File: src/rtl/div8_loop.sv
// Iterative restoring fractional divider: q = floor(a*2^W / b), r = (a*2^W) mod b.
// Resolves one quotient bit per clock; saturates on divide-by-zero or a >= b.
//
// state  | meaning
// S_IDLE | waiting for start, results held
// S_RUN  | iterating, one quotient bit per cycle
module div8_loop #(
   parameter int W = 8
) (
   input  logic         clk,
   input  logic         rst_n,
   input  logic         start,
   input  logic [W-1:0] a_i,
   input  logic [W-1:0] b_i,
   output logic [W-1:0] q_o,
   output logic [W-1:0] r_o,
   output logic         busy,
   output logic         done,
   output logic         ovf,
   output logic         dz
);

   localparam int CW = $clog2(W + 1);

   typedef enum logic {
      S_IDLE,
      S_RUN
   } state_t;

   state_t         r_state;
   state_t         w_state_nxt;
   logic [CW-1:0]  r_cnt;
   logic [W-1:0]   r_a;
   logic [W-1:0]   r_b;
   logic [W-1:0]   r_rem;
   logic [W-1:0]   r_quo;
   logic           r_dz;
   logic           r_ovf;

   logic           w_accept;
   logic           w_last;
   logic [W:0]     w_shift;
   logic [W:0]     w_diff;
   logic           w_qbit;
   logic [W-1:0]   w_rem_nxt;
   logic [W-1:0]   w_quo_nxt;

   assign w_accept = (r_state == S_IDLE) && start;
   assign w_last   = (r_state == S_RUN) && (r_cnt == '0);
   assign busy     = (r_state == S_RUN);

   // W+1-bit trial remainder; with a < b the difference stays within signed range,
   // so its top bit is a valid borrow.
   assign w_shift   = {r_rem, 1'b0};
   assign w_diff    = w_shift - {1'b0, r_b};
   assign w_qbit    = ~w_diff[W];
   assign w_rem_nxt = w_qbit ? w_diff[W-1:0] : w_shift[W-1:0];

   always_comb begin
      w_quo_nxt = r_quo;
      for (int i = 0; i < W; i++) begin
         if (r_cnt == CW'(i)) w_quo_nxt[i] = w_qbit;
      end
   end

   always_ff @(posedge clk) begin
      if (!rst_n) r_state <= S_IDLE;
      else        r_state <= w_state_nxt;
   end

   always_comb begin
      w_state_nxt = r_state;
      case (r_state)
         S_IDLE:  if (start)  w_state_nxt = S_RUN;
         S_RUN:   if (w_last) w_state_nxt = S_IDLE;
         default: w_state_nxt = S_IDLE;
      endcase
   end

   always_ff @(posedge clk) begin
      if (!rst_n) begin
         r_a   <= '0;
         r_b   <= '0;
         r_rem <= '0;
         r_quo <= '0;
         r_cnt <= '0;
         r_dz  <= 1'b0;
         r_ovf <= 1'b0;
         q_o   <= '0;
         r_o   <= '0;
         done  <= 1'b0;
         ovf   <= 1'b0;
         dz    <= 1'b0;
      end else begin
         done <= 1'b0;
         if (w_accept) begin
            r_a   <= a_i;
            r_b   <= b_i;
            // The upper W dividend bits are a itself; with a < b they yield only
            // zero quotient bits, so the partial remainder starts out equal to a.
            r_rem <= a_i;
            r_quo <= '0;
            r_cnt <= CW'(W - 1);
            r_dz  <= (b_i == '0);
            r_ovf <= (b_i != '0) && (a_i >= b_i);
         end else if (r_state == S_RUN) begin
            r_rem <= w_rem_nxt;
            r_quo <= w_quo_nxt;
            if (!w_last) r_cnt <= r_cnt - CW'(1);
            if (w_last) begin
               done <= 1'b1;
               ovf  <= r_ovf;
               dz   <= r_dz;
               if (r_dz || r_ovf) begin
                  q_o <= '1;
                  r_o <= r_a;
               end else begin
                  q_o <= w_quo_nxt;
                  r_o <= w_rem_nxt;
               end
            end
         end
      end
   end

endmodule
File: config.mk
export PLATFORM = sky130hd
export DESIGN_NAME = div8_loop
export DESIGN_NICKNAME = d
export VERILOG_FILES = /design/src/rtl/div8_loop.sv
export SDC_FILE = /design/constraint.sdc
export NUM_CORES = 1
export LEC_CHECK = 0
export BUFFER_PORTS_ARGS = -buffer_cell sky130_fd_sc_hd__buf_4
export CAP_MARGIN = 15
export CORE_ASPECT_RATIO = 1.4
export CORE_MARGIN = 1.5
export CORE_UTILIZATION = 43
export CTS_CLUSTER_SIZE = 16
export DETAILED_ROUTE_END_ITERATION = 8
export PLACE_DENSITY = 0.71
export SKIP_LAST_GASP = 1
export SLEW_MARGIN = 25
export SYNTH_ARGS = -nofsm -noshare
export SYNTH_HDL_FRONTEND = slang
export SYNTH_SLANG_ARGS = --single-unit
File: constraint.sdc
create_clock -name clk -period 3.4 [get_ports clk]
set_input_delay 1.02 -clock clk [delete_from_list [all_inputs] [get_ports clk]]
set_output_delay 1.02 -clock clk [all_outputs]
set_load 0.005 [all_outputs]
Word-level counts from Yosys, hierarchy flattened
Index checks and enable logic that the tools add are counted.
- $add $sub $neg: 2
- order comparisons: 1
- eq/ne operators: 8
- mux-type cells: 20
- bitwise operators: 5
- reductions and logical operators: 13
- operators with widths (kind ; number):
    8-bit 2-to-1 mux ; 5
    4-bit by 3-bit == test with 1-bit output, second input constant ; 4
    1-bit 2-to-1 mux ; 11
    3-bit 2-to-1 mux ; 3
    9-bit by 8-bit subtractor with 9-bit output ; 1
    4-bit by 2-bit == test with 1-bit output, second input constant ; 2
    8-bit >= comparator ; 1
    8-bit zero test ; 1
    8-bit nonzero test ; 1
    1-bit inverter ; 5
    4-bit by 1-bit == test with 1-bit output, second input constant ; 1
    4-bit zero test ; 1
    2-bit AND reduction ; 2
    4-bit by 1-bit subtractor with 4-bit output, second input constant ; 1
    1-bit logical AND ; 3
    3-bit AND reduction ; 1
    3-bit OR reduction ; 1
    2-bit inequality test, second input constant ; 1
    1-bit case mux with 2 select lines ; 1
    2-bit nonzero test ; 1
    2-bit OR reduction ; 1
    1-bit logical OR ; 1
- register bits: 58
- input port bits: 19
- output and inout port bits: 20
- word-level logic and storage cells: 63

Logic depth before layout (Yosys ltp)
Gate-level depths: netlist of the first run.
- depth in word-level cells: 5
- gate-level depth with buffers: 9

Worst setup path after synthesis of the first run
Ideal clock, no wire load.
- path kind: input-to-reg
- start point: input port a_i[0]
- end point: register r_ovf
- library setup time: 0.117 ns
- data arrival time: 2.138 ns
- required time: 3.283 ns
- setup slack: 1.144 ns
- stages: 8
- path through: inv_1 -> ha_1 -> nand2b_1 -> a21o_1 -> a21o_1 -> a21oi_1 -> o21ai_0 -> a32o_1
- cells in the longest elaborated chain, start to end: 2
- ends and longest elaborated chain (what ; line ; text):
    from (decl) ; 13 ; input logic [W-1:0] a_i,
    8-bit >= comparator ; 105 ; r_ovf <= (b_i != '0) && (a_i >= b_i);
    1-bit logical AND ; 105 ;
    to (signal assigned) ; 105 ;
    to (decl) ; 38 ; logic r_ovf;
No other way between the ends.
A chain may end at the register's enable or synchronous reset.

Worst setup path after layout of the first run
- start point: register r_rem[0]
- end point: register r_o[7]
- cells in the longest elaborated chain, start to end: 3
- ends and longest elaborated chain (what ; line ; text):
    from (decl) ; 35 ; logic [W-1:0] r_rem;
    from (signal assigned) ; 101 ; r_rem <= a_i;
    from (signal assigned) ; 107 ; r_rem <= w_rem_nxt;
    9-bit by 8-bit subtractor with 9-bit output ; 55 ; assign w_diff = w_shift - {1'b0, r_b};
    8-bit 2-to-1 mux ; 57 ; assign w_rem_nxt = w_qbit ? w_diff[W-1:0] : w_shift[W-1:0];
    8-bit 2-to-1 mux ; 114 ; if (r_dz || r_ovf) begin
    to (signal assigned) ; 116 ; r_o <= r_a;
    to (signal assigned) ; 119 ; r_o <= w_rem_nxt;
    to (decl) ; 16 ; output logic [W-1:0] r_o,
No other way between the ends.

==> out/metrics.csv, run 1 <==
metric;value;unit
fin_setup_tns;0;ns
final_common_cell;nand2_1;
dr.pass1.iters;5;
period_share;77.99;%
status;finished, final reports clean;
cts-buffers-inserted;9;
die_w;74.75;um
crit_required;3.60;ns
ys.flop_type;dfxtp_1;
final_cell_mix;nand2_1, a21oi_1, dfxtp_1;
n_fill_cell;694;
cts_root_buf;clkbuf_8;
hold_viol_final;0;
peakVddDrop;0.0003061;V
maxCapViolCount;0;
syn_avg_cell_area;7.926;um^2
initial_core_util;44.39;%
max_freq;0.3771;GHz
clkSlewWorstSetupHoldPaths;0.06;ns
dr.first_iter.drc_count;153;
finalWirelength;8262;um
end_kind;flip-flop;
insertion_delay;0.34;ns
worstHoldPathCells;2;
post_drt_wl_per_cell;15.71;um
finalInstanceArea;3582;um^2
synth_compound_gate_area_share;26.28;%
yosys.area_share.simple;18.65;%
final-setup-viol-count;0;
io_buffer_count;38;
slew_headroom;51.22;%
clockBufferDepth;2;
pre_cts_slack;0.7597;ns
worstPathArrival;2.85;ns
synth_cells;391;
whs;0.4485;ns
die_h;103.5;um
yosysSeqAreaShare;36.82;%
reg2regPathDepth;8;
synthAdderAreaFrac;8.720;%
core;6982;um^2
drtAntennaViolNets;0;
overflow;0;
layout_setup_ws;0.7484;ns
synth_cell_types;52;
dpl.hpwl;6014;um
grt_pass1_wl;13760;um
worstHoldPathType;flip-flop to flip-flop;
skew;0.007190;ns
synth.cell_area;3099;um^2
nets;467;
synth_xor_area_share;1.413;%
track_usage;23.78;%
grt_pass1_vias;2997;
placed_cell_area;3421;um^2
synth_top_area_cell;dfxtp_1;
ioPinCount;39;
worst_pin_slew;0.7309;ns
ctsResizeCount;0;
report.final.slew_viol_count;0;
routed_via_density;5.536;
leakage;1.488;nW
synth_top_family_by_area;compound AO/OA/AOI/OAI gates;
synth_edf_count;0;
syn-num-nets;431;
cts.htree.levels;3;
clock-sinks;57;
die_area;7733;um^2
crit_type;flip-flop to flip-flop;
period_minus_slack;2.652;ns
cts_tree;built;
n_antenna_cell;0;
grt_max_degree;22;
finalWeightedCongestion;0.9345;
power.density;542.5;nW/um^2
synth_top_area_share;36.82;%
postCtsHoldBufs;0;
crit_path_max_fanout;17;
fp-row-count;36;
area_growth_syn_to_layout;15.58;%
via_count;2912;
critPathLaunchType;flip-flop;
synth.mux.area_fraction;1.332;%
rsz0062_at_grt;no;
drive_gt1_share;16.01;%
antenna_found_initial;0;
yosys-top-cells-area;dfxtp_1, a21oi_1, ha_1, nand2_1, o21ai_0;
cts_setup_buffers;0;
drc;0;
async_flop_share;0;%
ys_seq_elements;57;
yosysWarnings;0;
-- synthesized netlist by cell type (2+ instances only) --
library cell  number
ha_1              20
a211oi_1           8
xor2_1             2
o21ai_0           27
and2_1             2
dfxtp_1           57
o21ai_1            3
mux2i_1            3
nand2_1           64
a311oi_1           3
o21a_1             2
clkbuf_8           4
a31oi_1            3
xnor2_1            3
nor4_1             2
inv_1             24
a21o_1             5
nor3_1            17
a21oi_1           61
o211a_1            3
o2111ai_1          2
nor2b_1            3
nand3_1            8
nor2_1            23
a21o_2             2
nand2b_1           4
clkbuf_1          10
and3_1             2
-- registers in the layout (all words and copies together), names as in the netlist --
| signal | flops |
|---|---|
| r_ovf | 1 |
| r_dz | 1 |
| r_rem | 8 |
| done | 1 |
| r_b | 8 |
| r_quo | 7 |
| r_cnt | 4 |
| busy | 1 |
| r_o | 8 |
| q_o | 8 |
| r_a | 8 |
| dz | 1 |
| ovf | 1 |
-- layout make-up --
type	instances	area (um^2)	area share [%]
clock buffer	11	141.4	3.947
timing repair buffer	43	322.8	9.012
tap	95	118.9	3.318
inverter	24	90.09	2.515
clock inverter	4	20.02	0.5589
multi-input combinational	292	1748	48.80
sequential	57	1141	31.85
-- final timing paths --
kind                                             from                   to  slack [ns]
worst max-delay path            r_rem[0]$_SDFFE_PN0P_  r_o[7]$_SDFFE_PN0P_        0.75
worst min-delay path              r_o[6]$_SDFFE_PN0P_  r_o[6]$_SDFFE_PN0P_        0.45
worst max register to register  r_rem[0]$_SDFFE_PN0P_  r_o[7]$_SDFFE_PN0P_        0.75
worst min register to register    r_o[6]$_SDFFE_PN0P_  r_o[6]$_SDFFE_PN0P_        0.45
-- power breakdown --
part	switching (mW)	total (mW)	internal, mW	leakage (nW)
clock	0.272	0.546	0.275	0.0887
sequential	0.0440	0.766	0.722	0.466
combinational	0.378	0.631	0.253	0.933
-- critical path, stage by stage, from the launching register on --
cell and delay, ns:
dfxtp_1 0.36, inv_1 0.07, fa_1 0.38, nand2b_1 0.20
a21oi_2 0.28, o2111a_1 0.64, nor2_4 0.20, a311oi_1 0.29
o31ai_1 0.09
-- metrics by stage --
stage          total power [mW]  utilization [%]  cells
6_report                  1.943            51.31    526
5_1_grt                   2.056            51.31    526
4_1_cts                   1.952            51.31    526
3_5_place_dp              1.401            49.00    511
3_3_place_gp              1.388            49.00    511
2_1_floorplan             1.244                -    391
-- logic make-up (layout without fill, tap and decap cells) --
family | Yosys count | in the layout
AOI/OAI and AO/OA | 131 | 131
and+or+nand+nor | 131 | 131
DFF | 57 | 57
buffers and inverters | 42 | 82
adders and majority gates | 21 | 21
xor gates and xnor gates | 5 | 5
muxes | 4 | 4
-- routing by layer --
metal  routed length (um)  global-route usage [%]
met4                  406                   15.94
met5                    0                       0
met3                  274                   4.942
met1                 3422                   24.80
met2                 4159                   42.17
Note: power is estimated with default switching activity, not from simulation.
==> inputs of run 2 (changes only) <==
Settings changed: PLACE_DENSITY 0.71 to 0.74.
Clock period 3.4 ns to 2.1 ns, I/O delays scaled along.
==> run 2 against run 1 <==
Effect of this change: the run now ends with negative setup slack left; sequential power increased by 62%; cell count rose by 7.6%; sequential share of layout area shrank 4.0 points; clock power grew 98%; critical path depth up 2; die area is the same; via count increased by 8.3%; wire length up 10%; non-clock buffer count increased by 39; register-to-register slack lost 0.80 ns; count of clock-buffer cells in the layout is 1 higher; critical endpoint is now r_rem[3]$_SDFFE_PN0P_; largest cell class unchanged.
==> out/metrics.csv, run 2 (same netlist as run 1, synthesis figures left out) <==
metric;value;unit;change
status;finished, violations left;;
violations;negative setup slack;;
initial_core_util;44.39;%;unchanged
dpl.hpwl;6227;um;+3.5%
nets;506;;+8.4%
postCtsHoldBufs;0;;unchanged
io_buffer_count;38;;unchanged
die_h;103.5;um;unchanged
worstHoldPathType;flip-flop to flip-flop;;
overflow;0;;unchanged
ioPinCount;39;;unchanged
max_stage_delay;0.40;ns;-0.24 ns
maxCapViolCount;0;;unchanged
final-setup-viol-count;8;;+8
rsz0062_at_grt;yes;;
fin_setup_tns;-0.2168;ns;-0.2168 ns
end_kind;flip-flop;;
finalInstanceArea;4128;um^2;+15%
via_count;3155;;+8.3%
pre_cts_slack;-0.1388;ns;-0.8985 ns
antenna_found_initial;0;;unchanged
drc;0;;unchanged
crit_slowest_cell;o41a_4;;
crit_required;2.35;ns;-1.25 ns
crit_type;flip-flop to flip-flop;;
final_common_cell;buf_4;;
n_fill_cell;615;;-11%
crit_path_max_fanout;5;;-12
post_drt_wl_per_cell;16.12;um;+2.6%
leakage;1.743;nW;+17%
core;6982;um^2;unchanged
rrSetupSlack;-0.06;ns;-0.80 ns
cts_tree;built;;
worstPathArrival;2.40;ns;-0.45 ns
clock-sinks;57;;unchanged
max_freq;0.4640;GHz;+23%
finalWirelength;9123;um;+10%
peakVddDrop;0.0004640;V;+52%
drtAntennaViolNets;0;;unchanged
area_growth_syn_to_layout;33.19;%;
die_w;74.75;um;unchanged
critPathLaunchType;flip-flop;;
path_cells;inv_2, ha_4, o211ai_1, a21oi_4, buf_6, o41a_4, a21oi_4, buf_6, a21oi_2, a211oi_1;;
dr.first_iter.drc_count;156;;+2.0%
slew_headroom;64.46;%;+13 points
hold_viol_final;0;;unchanged
cts_root_buf;clkbuf_8;;
finalWeightedCongestion;0.9004;;-3.6%
cts-buffers-inserted;9;;unchanged
clockBufferDepth;2;;unchanged
dr.pass1.iters;5;;unchanged
drive_gt1_share;29.51;%;+14 points
grt_pass1_wl;14330;um;+4.2%
whs;0.4499;ns;+0.001439 ns
report.final.slew_viol_count;0;;unchanged
power;3.884;mW;+100%
grt_pass1_vias;3059;;+2.1%
insertion_delay;0.35;ns;about the same
power.density;940.9;nW/um^2;+73%
final_cell_mix;buf_4, nand2_1, a21oi_1;;
period_share;102.6;%;+25 points
placed_cell_area;3682;um^2;+7.6%
routed_via_density;5.574;;+0.69%
grt_max_degree;18;;-18%
n_antenna_cell;0;;unchanged
worst_pin_slew;0.5282;ns;-0.2027 ns
cts.htree.levels;3;;unchanged
fp-row-count;36;;unchanged
clkSlewWorstSetupHoldPaths;0.07;ns;about the same
track_usage;24.77;%;+0.98 points
skew;0.01093;ns;+0.003740 ns
die_area;7733;um^2;unchanged
layout_setup_ws;-0.05539;ns;-0.8038 ns
period_minus_slack;2.155;ns;-0.4962 ns
## run 2: cell types whose count changed in the layout (fill, tap and decap cells not counted), sizes merged
cell	delta
bufinv	+1
buf	+39
clkinv	-2
clkbuf	+1
clkinvlp	+1
## run 2: area by class of cell
cell class                      count  area, um^2  share of cell area (%)
Multi-Input combinational cell    292        1906                   46.17
Sequential cell                    57        1149                   27.83
Timing Repair Buffer               82       658.1                   15.94
Clock buffer                       12       155.1                   3.759
Tap cell                           95       118.9                   2.880
Inverter                           24       90.09                   2.182
Clock inverter                      4       51.30                   1.243
## run 2: worst max-delay path: cells and delay by family (launching register included)
family | cells | cell delay [ns]
flip-flops | 1 | 0.34
adder cells (fa/ha/maj) | 1 | 0.23
buffers and inverters | 3 | 0.31
AO/OA/AOI/OAI | 6 | 1.17
## run 2: routing by layer
| metal | track usage [%] | part of all wire, % |
|---|---|---|
| met1 | 26.80 | 39 |
| met2 | 43.96 | 51 |
| met3 | 4.651 | 5.0 |
| met4 | 14.97 | 5.3 |
| met5 | 0 | 0 |
## run 2: path summary, 6_finish.rpt
path              cells past startpoint               endpoint                 from
hold / removal                        2    r_a[3]$_SDFFE_PN0P_  r_a[3]$_SDFFE_PN0P_
setup / recovery                     10  r_rem[3]$_SDFFE_PN0P_  r_b[3]$_SDFFE_PN0P_
setup reg to reg                     10  r_rem[3]$_SDFFE_PN0P_  r_b[3]$_SDFFE_PN0P_
hold reg to reg                       2    r_a[3]$_SDFFE_PN0P_  r_a[3]$_SDFFE_PN0P_
## run 2: repair_timing
| action | 4_1_cts | 5_1_grt |
|---|---|---|
| gates cloned | 0 | 0 |
| setup buffers | 4 | 2 |
| setup endpoints to repair | 21 | 24 |
| pin swaps | 7 | 9 |
| resized for setup | 26 | 20 |
## run 2: per-stage QoR
step	utilization, %	cells
2_1_floorplan	-	391
5_1_grt	59.12	566
4_1_cts	57.90	564
3_5_place_dp	52.74	544
6_report	59.12	566
3_3_place_gp	52.74	544
## run 2: report_power, final
| part | total, mW | switching [mW] | internal, mW |
|---|---|---|---|
| Combinational | 1.57 | 0.800 | 0.765 |
| Clock | 1.08 | 0.466 | 0.613 |
| Sequential | 1.24 | 0.0701 | 1.17 |
| Total | 3.88 | 1.34 | 2.55 |
